==> config.mk <==
export PLATFORM = sky130hd
export DESIGN_NAME = game_countdown_timer
export DESIGN_NICKNAME = d
export VERILOG_FILES = /design/src/rtl/game_pkg.sv /design/src/rtl/tick_prescaler.sv /design/src/rtl/game_countdown_timer.sv
export SDC_FILE = /design/constraint.sdc
export NUM_CORES = 1
export LEC_CHECK = 0
export ABC_AREA = 1
export BUFFER_PORTS_ARGS = -buffer_cell sky130_fd_sc_hd__buf_2
export CAP_MARGIN = 20
export CORE_MARGIN = 8
export CORE_UTILIZATION = 35
export CTS_CLUSTER_DIAMETER = 50
export DETAILED_ROUTE_END_ITERATION = 16
export PLACE_DENSITY = 0.56
export SLEW_MARGIN = 20
export SYNTH_ARGS = -nofsm -noshare
export SYNTH_HDL_FRONTEND = slang
export SYNTH_HIERARCHICAL = 1
export SYNTH_SLANG_ARGS = --single-unit
export TNS_END_PERCENT = 10
==> constraint.sdc <==
create_clock -name clkIn -period 2.9 [get_ports clkIn]
set_clock_uncertainty 0.05 [all_clocks]
set_input_delay 0.58 -clock clkIn [delete_from_list [all_inputs] [get_ports clkIn]]
set_output_delay 0.58 -clock clkIn [all_outputs]
set_load 0.01 [all_outputs]
==> src/rtl/game_pkg.sv <==
// Shared definitions for the game countdown timer.
//   - timer_state_e : countdown FSM state encoding (2 bits)
//   - DEFAULT_GAME_SECONDS : default round length in seconds
//   - SECONDS_W / BCD_W : widths of the binary seconds count and one BCD digit
package game_pkg;

  typedef enum logic [1:0] {
    IDLE     = 2'd0,
    COUNTING = 2'd1,
    EXPIRED  = 2'd2
  } timer_state_e;

  localparam int DEFAULT_GAME_SECONDS = 30;
  localparam int SECONDS_W            = 6;
  localparam int BCD_W                = 4;

endpackage

==> src/rtl/tick_prescaler.sv <==
// Divides clkIn down to a one-cycle tick every TICK_DIV enabled cycles.
// Ports:
//   clkIn   - system clock
//   reset   - asynchronous active-low reset
//   enable  - count this cycle (low freezes the counter, no tick)
//   restart - force the counter back to zero (takes priority)
//   tick    - high in the cycle the counter sits at TICK_DIV-1 while enabled;
//             the counter wraps to zero on that same edge
module tick_prescaler #(
  parameter int TICK_DIV = 100_000_000
) (
  input  logic clkIn,
  input  logic reset,
  input  logic enable,
  input  logic restart,
  output logic tick
);

  // Keep at least one bit so TICK_DIV == 1 still elaborates.
  localparam int CNT_W = (TICK_DIV > 1) ? $clog2(TICK_DIV) : 1;
  localparam logic [CNT_W-1:0] LAST = CNT_W'(TICK_DIV - 1);

  logic [CNT_W-1:0] cnt_q, cnt_d;

  // Combinational so the consumer updates on the same edge the counter wraps.
  assign tick = enable && (cnt_q == LAST);

  always_comb begin
    cnt_d = cnt_q;
    if (restart) begin
      cnt_d = '0;
    end else if (enable) begin
      cnt_d = tick ? '0 : cnt_q + 1'b1;
    end
  end

  always_ff @(posedge clkIn or negedge reset) begin
    if (!reset) begin
      cnt_q <= '0;
    end else begin
      cnt_q <= cnt_d;
    end
  end

endmodule

==> src/rtl/game_countdown_timer.sv <==
// Round countdown timer feeding the game FSM's timer_expired input.
// Loads GAME_SECONDS on start, counts down once per TICK_DIV clkIn cycles,
// and parks in EXPIRED at zero until clear returns it to IDLE.
// Ports:
//   clkIn         - system clock (only clock)
//   reset         - asynchronous active-low reset
//   start         - begin a round (IDLE only)
//   pause         - level; freezes prescaler and count while high
//   clear         - leave EXPIRED for IDLE (EXPIRED only)
//   running       - high while COUNTING
//   timer_expired - high while EXPIRED
//   expire_pulse  - one-cycle strobe on entry to EXPIRED
//   time_left     - seconds remaining, binary
//   time_tens     - BCD tens digit of time_left
//   time_ones     - BCD ones digit of time_left
module game_countdown_timer
  import game_pkg::*;
#(
  parameter int GAME_SECONDS = DEFAULT_GAME_SECONDS,
  parameter int TICK_DIV     = 100_000_000
) (
  input  logic                 clkIn,
  input  logic                 reset,
  input  logic                 start,
  input  logic                 pause,
  input  logic                 clear,
  output logic                 running,
  output logic                 timer_expired,
  output logic                 expire_pulse,
  output logic [SECONDS_W-1:0] time_left,
  output logic [BCD_W-1:0]     time_tens,
  output logic [BCD_W-1:0]     time_ones
);

  localparam logic [SECONDS_W-1:0] INIT_LEFT = SECONDS_W'(GAME_SECONDS);
  localparam logic [BCD_W-1:0]     INIT_TENS = BCD_W'(GAME_SECONDS / 10);
  localparam logic [BCD_W-1:0]     INIT_ONES = BCD_W'(GAME_SECONDS % 10);

  timer_state_e         state_q, state_d;
  logic [SECONDS_W-1:0] left_q, left_d;
  logic [BCD_W-1:0]     tens_q, tens_d;
  logic [BCD_W-1:0]     ones_q, ones_d;
  logic                 running_q, expired_q, pulse_q;
  logic                 sec_tick;

  // Prescaler is held at zero outside COUNTING so every round's first
  // second is a full TICK_DIV cycles.
  tick_prescaler #(
    .TICK_DIV (TICK_DIV)
  ) u_prescaler (
    .clkIn   (clkIn),
    .reset   (reset),
    .enable  ((state_q == COUNTING) && !pause),
    .restart (state_q != COUNTING),
    .tick    (sec_tick)
  );

  always_comb begin
    state_d = state_q;
    left_d  = left_q;
    tens_d  = tens_q;
    ones_d  = ones_q;
    case (state_q)
      IDLE: begin
        left_d = INIT_LEFT;
        tens_d = INIT_TENS;
        ones_d = INIT_ONES;
        if (start) begin
          state_d = COUNTING;
        end
      end
      COUNTING: begin
        if (sec_tick) begin
          left_d = left_q - 1'b1;
          if (ones_q == '0) begin
            ones_d = BCD_W'(9);
            tens_d = tens_q - 1'b1;
          end else begin
            ones_d = ones_q - 1'b1;
          end
          // Last second elapsed: count lands on zero as we enter EXPIRED.
          if (left_q == SECONDS_W'(1)) begin
            state_d = EXPIRED;
          end
        end
      end
      EXPIRED: begin
        if (clear) begin
          state_d = IDLE;
          left_d  = INIT_LEFT;
          tens_d  = INIT_TENS;
          ones_d  = INIT_ONES;
        end
      end
      default: begin
        state_d = IDLE;
      end
    endcase
  end

  always_ff @(posedge clkIn or negedge reset) begin
    if (!reset) begin
      state_q   <= IDLE;
      left_q    <= INIT_LEFT;
      tens_q    <= INIT_TENS;
      ones_q    <= INIT_ONES;
      running_q <= 1'b0;
      expired_q <= 1'b0;
      pulse_q   <= 1'b0;
    end else begin
      state_q   <= state_d;
      left_q    <= left_d;
      tens_q    <= tens_d;
      ones_q    <= ones_d;
      // Flags are registered from the next state so they line up with it.
      running_q <= (state_d == COUNTING);
      expired_q <= (state_d == EXPIRED);
      pulse_q   <= (state_q == COUNTING) && (state_d == EXPIRED);
    end
  end

  assign running       = running_q;
  assign timer_expired = expired_q;
  assign expire_pulse  = pulse_q;
  assign time_left     = left_q;
  assign time_tens     = tens_q;
  assign time_ones     = ones_q;

endmodule
==> results of run 1 <==
sequential cells by signal (all words and copies together) (netlist names):
| signal | count |
|---|---|
| u_prescaler/cnt_q | 27 |
| time_left | 6 |
| time_ones | 4 |
| time_tens | 4 |
| state_q | 2 |
| expire_pulse | 1 |
| running | 1 |
| timer_expired | 1 |
routing by layer:
metal / vias to the layer above / track usage (%) / routed length, microns
li1: 1293 / - / -
met1: 1162 / 16.8 / 3270
met2: 47 / 19.0 / 2970
met3: 5 / 1.89 / 227
met4: 0 / 3.57 / 66
met5: - / 0 / 0
synthesized netlist by cell type:
cell type / number
nor3_4: 1
o21ai_2: 5
inv_1: 45
o21ai_1: 5
nor4_1: 1
buf_2: 1
nand2_1: 91
nor3b_1: 3
xnor2_1: 1
o21ai_0: 10
nor2_2: 9
or2_0: 1
o22ai_1: 3
nor2_1: 67
nand3_1: 34
dfstp_2: 6
ha_1: 6
nand4_1: 8
inv_2: 5
nand3_2: 1
buf_6: 2
xor2_1: 3
o21bai_1: 1
nand3b_2: 1
nand2_2: 4
o31ai_1: 1
nand2_4: 3
a22oi_1: 1
o21ai_4: 1
a21oi_1: 9
dfrtp_1: 40
nor3_1: 11
nor2_4: 3
and3_1: 1
metrics by stage:
stage	area (sq um)	instances	setup WS [ns]
2_1_floorplan	2800	384	0.778
3_3_place_gp	3020	506	0.493
3_5_place_dp	3020	506	0.375
4_1_cts	3110	514	0.337
5_1_grt	3110	514	0.0415
6_report	3110	514	0.373
cells by family after synthesis:
group	share of synthesized area, %
XOR/XNOR	1.25
AO/OA/AOI/OAI	7.91
buffers and inverters	7.68
AND/OR/NAND/NOR	39.1
flip-flops	41.4
adder cells (fa/ha/maj)	2.68
layout make-up:
type	instances	area (sq um)
inverter	50	188
timing repair buffer	23	120
clock inverter	1	5.00
tap	102	128
clock buffer	7	86.3
fill	796	4610
multi-input combinational	285	1430
sequential	46	1160
power by group:
group	leakage [nW]	switching (mW)	internal, mW	total (mW)
Clock	0.0482	0.226	0.193	0.419
Combinational	0.843	0.172	0.114	0.286
Sequential	0.596	0.0691	0.713	0.783
Total	1.49	0.466	1.02	1.49
worst paths after layout:
path                              start              endpoint  slack, ns  cells past startpoint
max reg2reg                  state_q[0]          time_tens[0]       0.37                     13
min in group clkIn         time_tens[1]          time_tens[1]       0.47                      2
max                          state_q[0]          time_tens[0]       0.37                     13
min                               reset  u_prescaler/cnt_q[4]       0.14                      1
max in group asynchronous         reset          time_left[1]       1.89                      2
min reg2reg                time_tens[1]          time_tens[1]       0.47                      2
critical path: cells and delay by family, from the launching register on:
kind                   cells  cell delay, ns
buffers and inverters      2            0.30
AOI/OAI and AO/OA          1            0.07
and+or+nand+nor           10            1.58
DFF                        1            0.45
==> metrics.yaml, run 1 <==
clkTransAtPathRegs_ns: 0.09
arrival_ns: 2.70
wirelength_mm: 6.54
hp-class: "in -> async"
dpl.hpwl_mm: 5.06
antenna_cells: 0
finalPower_mw: 1.49
grt_pass1_vias: 2433
tns_ns: 0
grt_overflow: 0
cts_tree: "built"
root_buffer: "clkbuf_8"
slowest_delay_ns: 0.45
syn_area_per_cell_sq_um: 7.30
hold_violations: 0
slew_headroom_pct: 73.5
ys_ff_latch: 46
antenna_found_initial: 0
core_sq_um: 7730
postCtsSetupBuffers: 0
gp_congestion: 0.848
power_density_nw_per_um2: 478
syn_nets: 395
htree_levels: 2
crit_slowest_cell: "dfrtp_1"
ant_nets: 0
viasPerCell: 4.88
rsz0062_at_grt: "no"
final_cell_mix: "nand2_1 (91), nor2_1 (67), inv_1 (45), dfrtp_1 (40), nand3_1 (34)"
required_ns: 3.07
syn-cell-area_sq_um: 2800
synth_top_cell_by_area: "dfrtp_1"
io_buffers: 21
ir_drop_uv: 238
yosysSeqAreaShare_pct: 41.4
crit_fanout: 8
path_class: "reg -> reg"
fmax_mhz: 396
start_kind: "flop"
end_kind: "flop"
finalCritPeriodShare_pct: 87.2
grt_pass1_wl_mm: 11.4
rows: 32
start_util_pct: 36.3
layout-drive-gt1-share_pct: 16.7
layout_commonest_cell: "nand2_1"
ys_warn_count: 6
die_w_microns: 105
synth.area.top_cells: "dfrtp_1 (36%), nand2_1 (12%), nor2_1 (9.0%), nand3_1 (6.1%), inv_1 (6.0%)"
hold_buffers: 0
crit_chain: "inv_1, nor2_4, inv_1, nor2_1, nand2_1, nor2_1, nand3_1, nor2_1, nand2_1, nor2_1, nand2_1, nand2_1, o21ai_0"
cts_buffer_depth: 2
syn_inst: 384
final_core_util_pct: 40.3
numCtsBuffers: 5
drtPass1Iterations: 4
io_pins: 22
nets: 422
cts_sinks: 46
wl_per_cell_microns: 12.7
status: "completed"
clk_latency_ns: 0.30
setup_viol: 0
vias: 2507
maxSlewViolCount: 0
leakagePower_nw: 1.49
fp.dieArea_sq_um: 11100
max_cap_viol_count: 0
ys_types: 34
ctsResizeCount: 0
grt_usage_pct: 12.1
die_h_microns: 105
worstMarginPinSlew_ns: 0.394
drt_drc_violations_left: 0
hold_ws_ns: 0.137
synth_top_area_share_pct: 35.7
fin_crit_ns: 2.53
syn_to_final_growth_pct: 11.1
grt_max_degree: 31
drt_iter0_drc: 160
(Power assumes the default switching activity.)
==> run 2: changes to the inputs <==
--- a/config.mk
+++ b/config.mk
@@ -8,7 +8,7 @@
 export ABC_AREA = 1
 export BUFFER_PORTS_ARGS = -buffer_cell sky130_fd_sc_hd__buf_2
 export CAP_MARGIN = 20
-export CORE_MARGIN = 8
+export CORE_MARGIN = 2
 export CORE_UTILIZATION = 35
 export CTS_CLUSTER_DIAMETER = 50
 export DETAILED_ROUTE_END_ITERATION = 16
==> run 2 against run 1 <==
Against the previous run: die area shrank 21%; non-clock buffer count up 1; critical path type unchanged; first-iteration DRC count grew 35%; via count decreased by 1.4%.
==> metrics.yaml, run 2 (synthesis results as in run 1) <==
die_h_microns: 93.5  # -11%
cts_buffer_depth: 2  # unchanged
viasPerCell: 4.80  # -1.5%
top_register: "u_prescaler/cnt_q"
slowest_delay_ns: 0.46  # about the same
dpl.hpwl_mm: 4.91  # -3.0%
syn_to_final_growth_pct: 12.2
htree_levels: 2  # unchanged
ff2ff_path_depth: 13  # unchanged
hp-class: "in -> async"
rsz0062_at_grt: "no"
layout-drive-gt1-share_pct: 17.4  # +0.69 points
p_clk_share_pct: 31.3  # +3.1 points
r2r_slack_ns: 0.37  # about the same
grt_overflow: 0  # unchanged
rows: 32  # unchanged
io_buffers: 21  # unchanged
setup_viol: 0  # unchanged
worstMarginPinSlew_ns: 0.389  # -0.00434 ns
fill_cells: 801  # +0.63%
cts_tree: "built"
path_buf_inv: 2  # unchanged
drt_drc_violations_left: 0  # unchanged
reg2reg_to: "time_tens[2]"
nets: 423  # +0.24%
grt_pass1_wl_mm: 11.3  # -0.85%
ir_drop_uv: 257  # +7.7%
wirelength_mm: 6.45  # -1.3%
crit_slowest_cell: "dfrtp_1"
fmax_mhz: 395  # about the same
p_int_mw: 1.09  # +6.5%
critPathLaunch: "state_q[0]"
gp_congestion: 0.827  # -2.5%
clk_latency_ns: 0.30  # about the same
core_sq_um: 7730  # unchanged
crit_fanout: 14  # +6
path_common_cell: "nand2_1"
crit_end: "time_tens[2]"
end_kind: "flop"
largest_register_ffs: 27  # unchanged
crit_cells: 13  # unchanged
crit_family: "simple AND/OR/NAND/NOR gates"
vias: 2473  # -1.4%
leakagePower_nw: 1.49  # +0.51%
antenna_cells: 0  # unchanged
r2r-start: "state_q[0]"
p_sw_mw: 0.472  # +1.2%
crit_chain: "inv_1, nor2_4, inv_1, nor2_2, nand2_1, nor2_1, nand3_1, nor2_1, nand2_1, nand2_4, nand2_2, nand2_1, o21ai_0"
clkTransAtPathRegs_ns: 0.09  # about the same
maxSlewViolCount: 0  # unchanged
drtPass1Iterations: 4  # unchanged
ant_nets: 0  # unchanged
drt_iter0_drc: 216  # +35%
root_buffer: "clkbuf_8"
postCtsSetupBuffers: 0  # unchanged
antenna_found_initial: 0  # unchanged
tns_ns: 0  # unchanged
place_inst: 507  # +0.20%
grt_max_degree: 25  # -19%
hold_violations: 0  # unchanged
path_class: "reg -> reg"
grt_usage_pct: 16.1  # +3.9 points
max_cap_viol_count: 0  # unchanged
power_density_nw_per_um2: 496  # +3.8%
fin_cells: 515  # +0.19%
wl_per_cell_microns: 12.5  # -1.5%
fin_crit_ns: 2.53  # +0.00141 ns
comb_power_share_pct: 18.4  # -0.8 points
final_cell_mix: "nand2_1 (91), nor2_1 (65), inv_1 (45), dfrtp_1 (40), nand3_1 (34)"
layout_commonest_cell: "nand2_1"
start_util_pct: 36.3  # unchanged
arrival_ns: 2.67  # -0.03 ns
slew_headroom_pct: 73.8  # +0.29 points
die_w_microns: 93.5  # -11%
numCtsBuffers: 5  # unchanged
switching_share_pct: 30.3  # -1.1 points
status: "completed"
io_pins: 22  # unchanged
finalCritPeriodShare_pct: 87.2  # about the same
required_ns: 3.04  # -0.03 ns
cts_sinks: 46  # unchanged
fp.dieArea_sq_um: 8740  # -21%
grt_pass1_vias: 2410  # -0.95%
seqPwrFrac_pct: 50.3  # -2.3 points
start_kind: "flop"
## run 2: cell count changes in the layout (fill, tap and decap cells not counted), sizes merged
cell / previous run / this run
clkinv: 1 / 0
buf: 23 / 24
clkbuf: 7 / 6
clkinvlp: 0 / 1
bufinv: 0 / 1
## run 2: worst register-to-register path, cell delays in order, from the launching register on
cell and delay (ns):
dfrtp_1 0.46, inv_1 0.17, nor2_4 0.22, inv_1 0.16, nor2_2 0.19, nand2_1 0.09
nor2_1 0.16, nand3_1 0.09, nor2_1 0.18, nand2_1 0.16, nand2_4 0.22, nand2_2 0.13
nand2_1 0.08, o21ai_0 0.07
## run 2: area by class of cell
class                           instances  area [sq um]  share of cell area [%]
Clock buffer                            6          72.6                    2.31
Sequential cell                        46          1160                    36.8
Inverter                               50           188                    5.97
Clock inverter                          2          37.5                    1.19
Multi-Input combinational cell        285          1430                    45.6
Tap cell                              102           128                    4.06
Timing Repair Buffer                   24           128                    4.06
## run 2: through the flow
step / cell area, sq um / worst slack [ns] / hold WS (ns) / power (mW) / utilization [%]
floorplan: 2800 / 0.778 / 0.234 / 0.992 / -
detailed placement: 3030 / 0.325 / 0.452 / 1.09 / 39.2
global route: 3140 / 0.0370 / 0.216 / 1.65 / 40.7
global placement: 3030 / 0.500 / 0.450 / 1.08 / 39.2
CTS: 3140 / 0.301 / 0.208 / 1.58 / 40.6
finish: 3140 / 0.371 / 0.206 / 1.56 / 40.7
## run 2: worst min-delay path by stage
stage	from	to	slack (ns)
floorplan	reset	expire_pulse	0.23
global placement	time_tens[1]	time_tens[1]	0.45
detailed placement	time_left[3]	time_left[3]	0.45
CTS	reset	u_prescaler/cnt_q[5]	0.21
global route	reset	u_prescaler/cnt_q[5]	0.22
finish	reset	u_prescaler/cnt_q[5]	0.21
## run 2: power by group through the flow
stage | sequential (mW) | clock, mW | combinational [mW]
6_report | 0.783 | 0.488 | 0.287
5_1_grt | 0.796 | 0.526 | 0.331
4_1_cts | 0.783 | 0.506 | 0.290
3_5_place_dp | 0.796 | 0 | 0.289
3_3_place_gp | 0.793 | 0 | 0.289
2_1_floorplan | 0.791 | 0 | 0.201
## run 2: timing repair
action | in CTS | in global routing
endpoints found under the setup margin | 0 | 5
hold buffers | 0 | 0
resized for setup | 0 | 2
## run 2: layer usage
layer	share of wire, %	GRT usage, %	wire length [microns]	vias up
li1	-	-	-	1280
met1	53	23.5	3410	1136
met2	43	24.7	2770	50
met3	3.0	2.42	195	7
met4	1.2	4.41	77	0
met5	0	0	0	-
